File: config.mk
export PLATFORM = sky130hd
export DESIGN_NAME = cpll_flat
export DESIGN_NICKNAME = d
export VERILOG_FILES = /design/src/rtl/cpll_pkg.sv /design/src/rtl/cpll_if.sv /design/src/rtl/cpll_clk_gate.sv /design/src/rtl/cpll.sv /design/src/flat_wrapper.sv
export SDC_FILE = /design/constraint.sdc
export NUM_CORES = 1
export LEC_CHECK = 0
export BUFFER_PORTS_ARGS = -buffer_cell sky130_fd_sc_hd__buf_4
export CAP_MARGIN = 10
export CORE_AREA = 4 4 41 43
export CTS_CLUSTER_SIZE = 16
export DETAILED_ROUTE_END_ITERATION = 10
export DIE_AREA = 0 0 45 47
export PLACE_DENSITY_LB_ADDON = 0.3
export RECOVER_POWER = 50
export REMOVE_ABC_BUFFERS = 1
export SYNTH_ARGS = -nofsm -noshare
export SYNTH_HDL_FRONTEND = slang
export SYNTH_SLANG_ARGS = --single-unit
File: constraint.sdc
create_clock -name inclk0 -period 4 [get_ports inclk0]
set_input_delay 0.4 -clock inclk0 [delete_from_list [all_inputs] [get_ports inclk0]]
set_output_delay 0.4 -clock inclk0 [all_outputs]
set_load 0.005 [all_outputs]
File: src/rtl/cpll_pkg.sv
// cpll_pkg: shared constants and helpers for the cpll clock generator.
//   CPLL_DEF_C0_DIV       default inclk0 -> c0 divide ratio
//   CPLL_DEF_LOCK_CYCLES  default rising edges from reset release to lock
//   gate_pol_e            clock gate polarity (true or inverted reference)
//   cpll_cnt_width()      ceil(log2(n)), never less than 1
package cpll_pkg;

   localparam int CPLL_DEF_C0_DIV      = 2;
   localparam int CPLL_DEF_LOCK_CYCLES = 16;

   typedef enum logic {
      GATE_TRUE = 1'b0,
      GATE_INV  = 1'b1
   } gate_pol_e;

   function automatic int unsigned cpll_cnt_width(input int unsigned n);
      int unsigned w;
      w = $clog2(n);
      return (w < 1) ? 1 : w;
   endfunction

endpackage

File: src/rtl/cpll_if.sv
// cpll_if: bundle of the generated clocks and lock status.
//   c0      divided video clock
//   c1      gated memory clock
//   c2      gated auxiliary memory clock
//   locked  outputs valid and stable
// master: driven by cpll; slave: consumers of the clocks.
interface cpll_if;

   logic c0;
   logic c1;
   logic c2;
   logic locked;

   modport master (output c0, output c1, output c2, output locked);
   modport slave  (input  c0, input  c1, input  c2, input  locked);

endinterface

File: src/rtl/cpll_clk_gate.sv
// cpll_clk_gate: glitch-free clock gate.
//   clk       reference clock
//   areset_n  asynchronous active-low reset (clears the enable)
//   en_in     requested enable, sampled on the clk falling edge
//   clk_out   gated clock: clk & en (GATE_TRUE) or ~clk & en (GATE_INV)
// The enable changes only while clk is low, so a GATE_TRUE output never
// produces a runt pulse; a GATE_INV output starts its first pulse on the
// very falling edge where the enable rises.
module cpll_clk_gate
   import cpll_pkg::*;
#(
   parameter gate_pol_e POLARITY = GATE_TRUE
) (
   input  logic clk,
   input  logic areset_n,
   input  logic en_in,
   output logic clk_out
);

   logic en;

   always_ff @(negedge clk or negedge areset_n) begin
      if (!areset_n) begin
         en <= 1'b0;
      end else begin
         en <= en_in;
      end
   end

   always_comb begin
      clk_out = 1'b0;
      if (POLARITY == GATE_INV) begin
         clk_out = ~clk & en;
      end else begin
         clk_out = clk & en;
      end
   end

endmodule

File: src/rtl/cpll.sv
// cpll: digital stand-in for a PLL built from counters and clock gates.
//   inclk0    reference clock; every register runs on one of its edges
//   areset_n  asynchronous active-low reset
//   clks      cpll_if master: c0 (inclk0/C0_DIV, 50% duty), c1 (gated
//             inclk0), c2 (gated auxiliary clock), locked (sticky lock flag)
// Parameters: C0_DIV (even, >= 2), LOCK_CYCLES (>= 1).
// Macro CPLL_C2_INVERT_EN: when defined c2 = ~inclk0 & en (180 degrees from
// c1); otherwise c2 is identical to c1.
module cpll
   import cpll_pkg::*;
#(
   parameter int C0_DIV      = CPLL_DEF_C0_DIV,
   parameter int LOCK_CYCLES = CPLL_DEF_LOCK_CYCLES
) (
   input  logic   inclk0,
   input  logic   areset_n,
   cpll_if.master clks
);

   if ((C0_DIV < 2) || ((C0_DIV % 2) != 0)) begin : g_bad_c0_div
      $error("cpll: C0_DIV=%0d must be even and at least 2", C0_DIV);
   end
   if (LOCK_CYCLES < 1) begin : g_bad_lock_cycles
      $error("cpll: LOCK_CYCLES=%0d must be at least 1", LOCK_CYCLES);
   end

   localparam int unsigned HALF   = C0_DIV / 2;
   localparam int unsigned LOCK_W = cpll_cnt_width(LOCK_CYCLES + 1);
   localparam int unsigned DIV_W  = cpll_cnt_width(HALF);

`ifdef CPLL_C2_INVERT_EN
   localparam gate_pol_e C2_POL = GATE_INV;
`else
   localparam gate_pol_e C2_POL = GATE_TRUE;
`endif

   logic [LOCK_W-1:0] lock_cnt;
   logic              locked;
   logic [DIV_W-1:0]  div_cnt;
   logic              c0;
   logic              c1;
   logic              c2;

   // Counting freezes once locked, so locked stays high until reset.
   always_ff @(posedge inclk0 or negedge areset_n) begin
      if (!areset_n) begin
         lock_cnt <= '0;
         locked   <= 1'b0;
      end else if (!locked) begin
         lock_cnt <= lock_cnt + LOCK_W'(1);
         if (lock_cnt == LOCK_W'(LOCK_CYCLES - 1)) begin
            locked <= 1'b1;
         end
      end
   end

   // The divider sees locked only from the edge after the one that set it,
   // which places the first c0 rise HALF edges after the locking edge.
   always_ff @(posedge inclk0 or negedge areset_n) begin
      if (!areset_n) begin
         div_cnt <= '0;
         c0      <= 1'b0;
      end else if (locked) begin
         if (div_cnt == DIV_W'(HALF - 1)) begin
            div_cnt <= '0;
            c0      <= ~c0;
         end else begin
            div_cnt <= div_cnt + DIV_W'(1);
         end
      end
   end

   cpll_clk_gate #(.POLARITY(GATE_TRUE)) u_gate_c1 (
      .clk      (inclk0),
      .areset_n (areset_n),
      .en_in    (locked),
      .clk_out  (c1)
   );

   cpll_clk_gate #(.POLARITY(C2_POL)) u_gate_c2 (
      .clk      (inclk0),
      .areset_n (areset_n),
      .en_in    (locked),
      .clk_out  (c2)
   );

   assign clks.c0     = c0;
   assign clks.c1     = c1;
   assign clks.c2     = c2;
   assign clks.locked = locked;

endmodule

File: src/flat_wrapper.sv
// flat-port wrapper written by rule: the top's interface ports become plain ports
module cpll_flat import cpll_pkg::*;
#(
   parameter int C0_DIV      = CPLL_DEF_C0_DIV,
   parameter int LOCK_CYCLES = CPLL_DEF_LOCK_CYCLES
)
  (inclk0, areset_n, clks_c0, clks_c1, clks_c2, clks_locked);
  cpll_if clks_i ();
  input  logic inclk0;
  input  logic areset_n;
  output wire logic [$bits(clks_i.c0)-1:0] clks_c0;
  output wire logic [$bits(clks_i.c1)-1:0] clks_c1;
  output wire logic [$bits(clks_i.c2)-1:0] clks_c2;
  output wire logic [$bits(clks_i.locked)-1:0] clks_locked;
  assign clks_c0 = clks_i.c0;
  assign clks_c1 = clks_i.c1;
  assign clks_c2 = clks_i.c2;
  assign clks_locked = clks_i.locked;
  cpll #(.C0_DIV(C0_DIV), .LOCK_CYCLES(LOCK_CYCLES)) u_core (.inclk0(inclk0), .areset_n(areset_n), .clks(clks_i));
endmodule
==> metrics.md <==
| Metric | Value |
|---|---|
| Share of cells above drive strength 1 | 46.3% |
| PostCTS Resize Cnt | 0 |
| Ports | 6 |
| Worst-path clk slew | 50 ps |
| Vias post-DR | 224 |
| Fin. Hold Viols | 0 |
| #FFs+latches synth | 8 |
| Worst setup margin | 392 ps |
| CP Data Required Time | 3600 ps |
| Slew headroom | 70.7% |
| Layout Area Growth over Synthesis | 37.8% |
| # diodes | 0 |
| Slew @ Worst Pin | 440 ps |
| Core area | 1300 um2 |
| Post-Syn Instances | 24 |
| CP Capture Type | output port |
| Post-route ant nets | 0 |
| Critical path, cell by cell | and2_1, clkbuf_4, clkbuf_4, buf_4 |
| Setup CP Type | reg -> out |
| Global-route wire length before repair | 1.09 mm |
| Largest net degree at the start of global routing | 10 |
| HP Class | reg -> reg |
| Mean Syn Cell Area | 15.2 um2 |
| Placed Instances | 42 |
| Critical Path AT | 3210 ps |
| Setup tns final | 0 ps |
| Slew Viols, Final | 0 |
| Final Setup Violations | 0 |
| Status | complete, no violations |
| RSZ-0062 raised after global routing | no |
| Sequential-to-total area share from yosys stat | 55.0% |
| Row Count | 13 |
| IO buf count | 5 |
| Hold path cells | 1 |
| VDD IR max | 0.000235 V |
| CP startpoint kind | flip-flop |
| CTS tree | built |
| Register area | 200 um2 |
| Fill cells | 144 |
| Die H | 47 um |
| P_leak | 0.284 nW |
| Post-DP HPWL | 360 um |
| WL final | 580 um |
| Distinct cells, synth | 16 |
| Initial antenna violation count | 0 |
| Via density | 4.00 |
| Clock Skew | 19.8 ps |
| Initial Util | 28.0% |
| Pwr dens | 637 nW/um2 |
| Slowest-stage cell, CP | dfrtn_1 |
| Cell area after synthesis | 364 um2 |
| DRT Pass-1 Iters | 2 |
| Routed WL per cell | 10.4 um |
| Final #Nets | 46 |
| Synth warn | 0 |
| Worst-case reg-to-reg path depth | 0 |
| Max-Cap Viols | 0 |
| Vias in the first global route | 297 |
| Multi-input logic area | 141 um2 |
| Most common cell on crit path | clkbuf_4 |
| Max incr delay on CP | 320 ps |
| Drt first-iter violations | 7 |
| GRT Total Usage | 9.01% |
| Worst Path Max Fanout | 2 |
| Remaining Overflow, GRT | 0 |
| Post-place setup slack | 1020 ps |
| Final Non-Filler Cells | 56 |
| Gpl congestion | 0.714 |
| Die width | 45 um |
| Clock latency on the worst-skew pair | 380 ps |
| Die ar. | 2120 um2 |
| DRC violations left | 0 |
## report_power, final
part | internal [mW] | total (mW) | switching [mW]
registers | 0.0810 | 0.0810 | 0
clock network | 0.166 | 0.236 | 0.0700
logic | 0.000845 | 0.00249 | 0.00164
total | 0.248 | 0.320 | 0.0717
## logic make-up (layout without fill, tap and decap cells)
logic type	after synthesis	after routing	synth area share, %
flops	8	8	55.0
simple gates	5	5	13.4
xor+xnor	4	4	11.7
buf+inv	3	20	6.19
fa+ha+maj	2	2	6.87
mux	2	2	6.87
## synth_stat cells
library cell	count	area share, %
and2_1	1	1.7
and3_1	1	1.7
buf_4	1	2.1
buf_6	1	3.1
dfrtn_1	1	6.9
dfrtp_1	7	48
ha_1	2	6.9
inv_1	1	1.0
mux2_4	1	4.1
mux2i_1	1	2.7
nand2b_1	1	1.7
nand4b_4	1	6.5
or2_1	1	1.7
xnor2_1	2	4.8
xnor2_2	1	4.5
xor2_1	1	2.4
## through the flow
step	hold WS [ps]	utilization, %	instance area [um2]	power [mW]
2_1_floorplan	104	-	345	0.0960
3_3_place_gp	218	30.9	402	0.126
3_5_place_dp	225	30.9	402	0.127
4_1_cts	381	38.8	505	0.334
5_1_grt	498	38.6	502	0.347
6_report	483	38.6	502	0.320
## state kept, by name, indices dropped and copies added, names as in the netlist
register	count
u_core.lock_cnt	5
u_core.clks.c0	1
u_core.clks.locked	1
u_core.u_gate_c1.en	1
## worst paths after layout
| path | startpoint | end | slack (ps) |
|---|---|---|---|
| max | u_core.u_gate_c1.en | clks_c2 | 390 |
| min in group asynchronous | areset_n | u_core.lock_cnt[2] | 490 |
| max in group asynchronous | areset_n | u_core.u_gate_c1.en | 1310 |
| min reg2reg | u_core.clks.c0 | u_core.clks.c0 | 480 |
| min | u_core.clks.c0 | u_core.clks.c0 | 480 |
| max reg2reg | u_core.clks.locked | u_core.u_gate_c1.en | 1330 |
## worst max-delay path, delay by kind of cell, from the launching register on
family	cells	cell delay, ps
buffers and inverters	3	390
flip-flops	1	320
AND/OR/NAND/NOR	1	120
## layout make-up
| type | count | share of cell area, % |
|---|---|---|
| multi-input combinational | 13 | 28.2 |
| timing repair buffer | 4 | 5.74 |
| sequential | 8 | 39.9 |
| clock buffer | 15 | 21.7 |
| inverter | 1 | 0.748 |
| tap | 15 | 3.74 |
## timing repair
item / in CTS / in global routing
endpoints found under the hold margin: 7 / 0
setup buffers: 0 / 0
hold buffers: 1 / 0
## layer usage
| metal | wire [um] | vias up | global-route usage [%] | part of all wire [%] |
|---|---|---|---|---|
| met4 | 0 | 0 | 11.7 | 0 |
| met5 | 0 | - | 0 | 0 |
| met3 | 53 | 0 | 12.3 | 9.1 |
| met2 | 240 | 11 | 7.63 | 41 |
| li1 | - | 113 | - | - |
| met1 | 286 | 100 | 7.94 | 49 |
## placed cells by master (no fill, tap or decap), types with 2 or more instances in the layout
cell type and count:
buf_4 4, clkbuf_4 12, xnor2_1 2, clkbuf_1 2, dfrtp_1 7, ha_1 2
No activity file was read; power rests on OpenSTA's default activity.
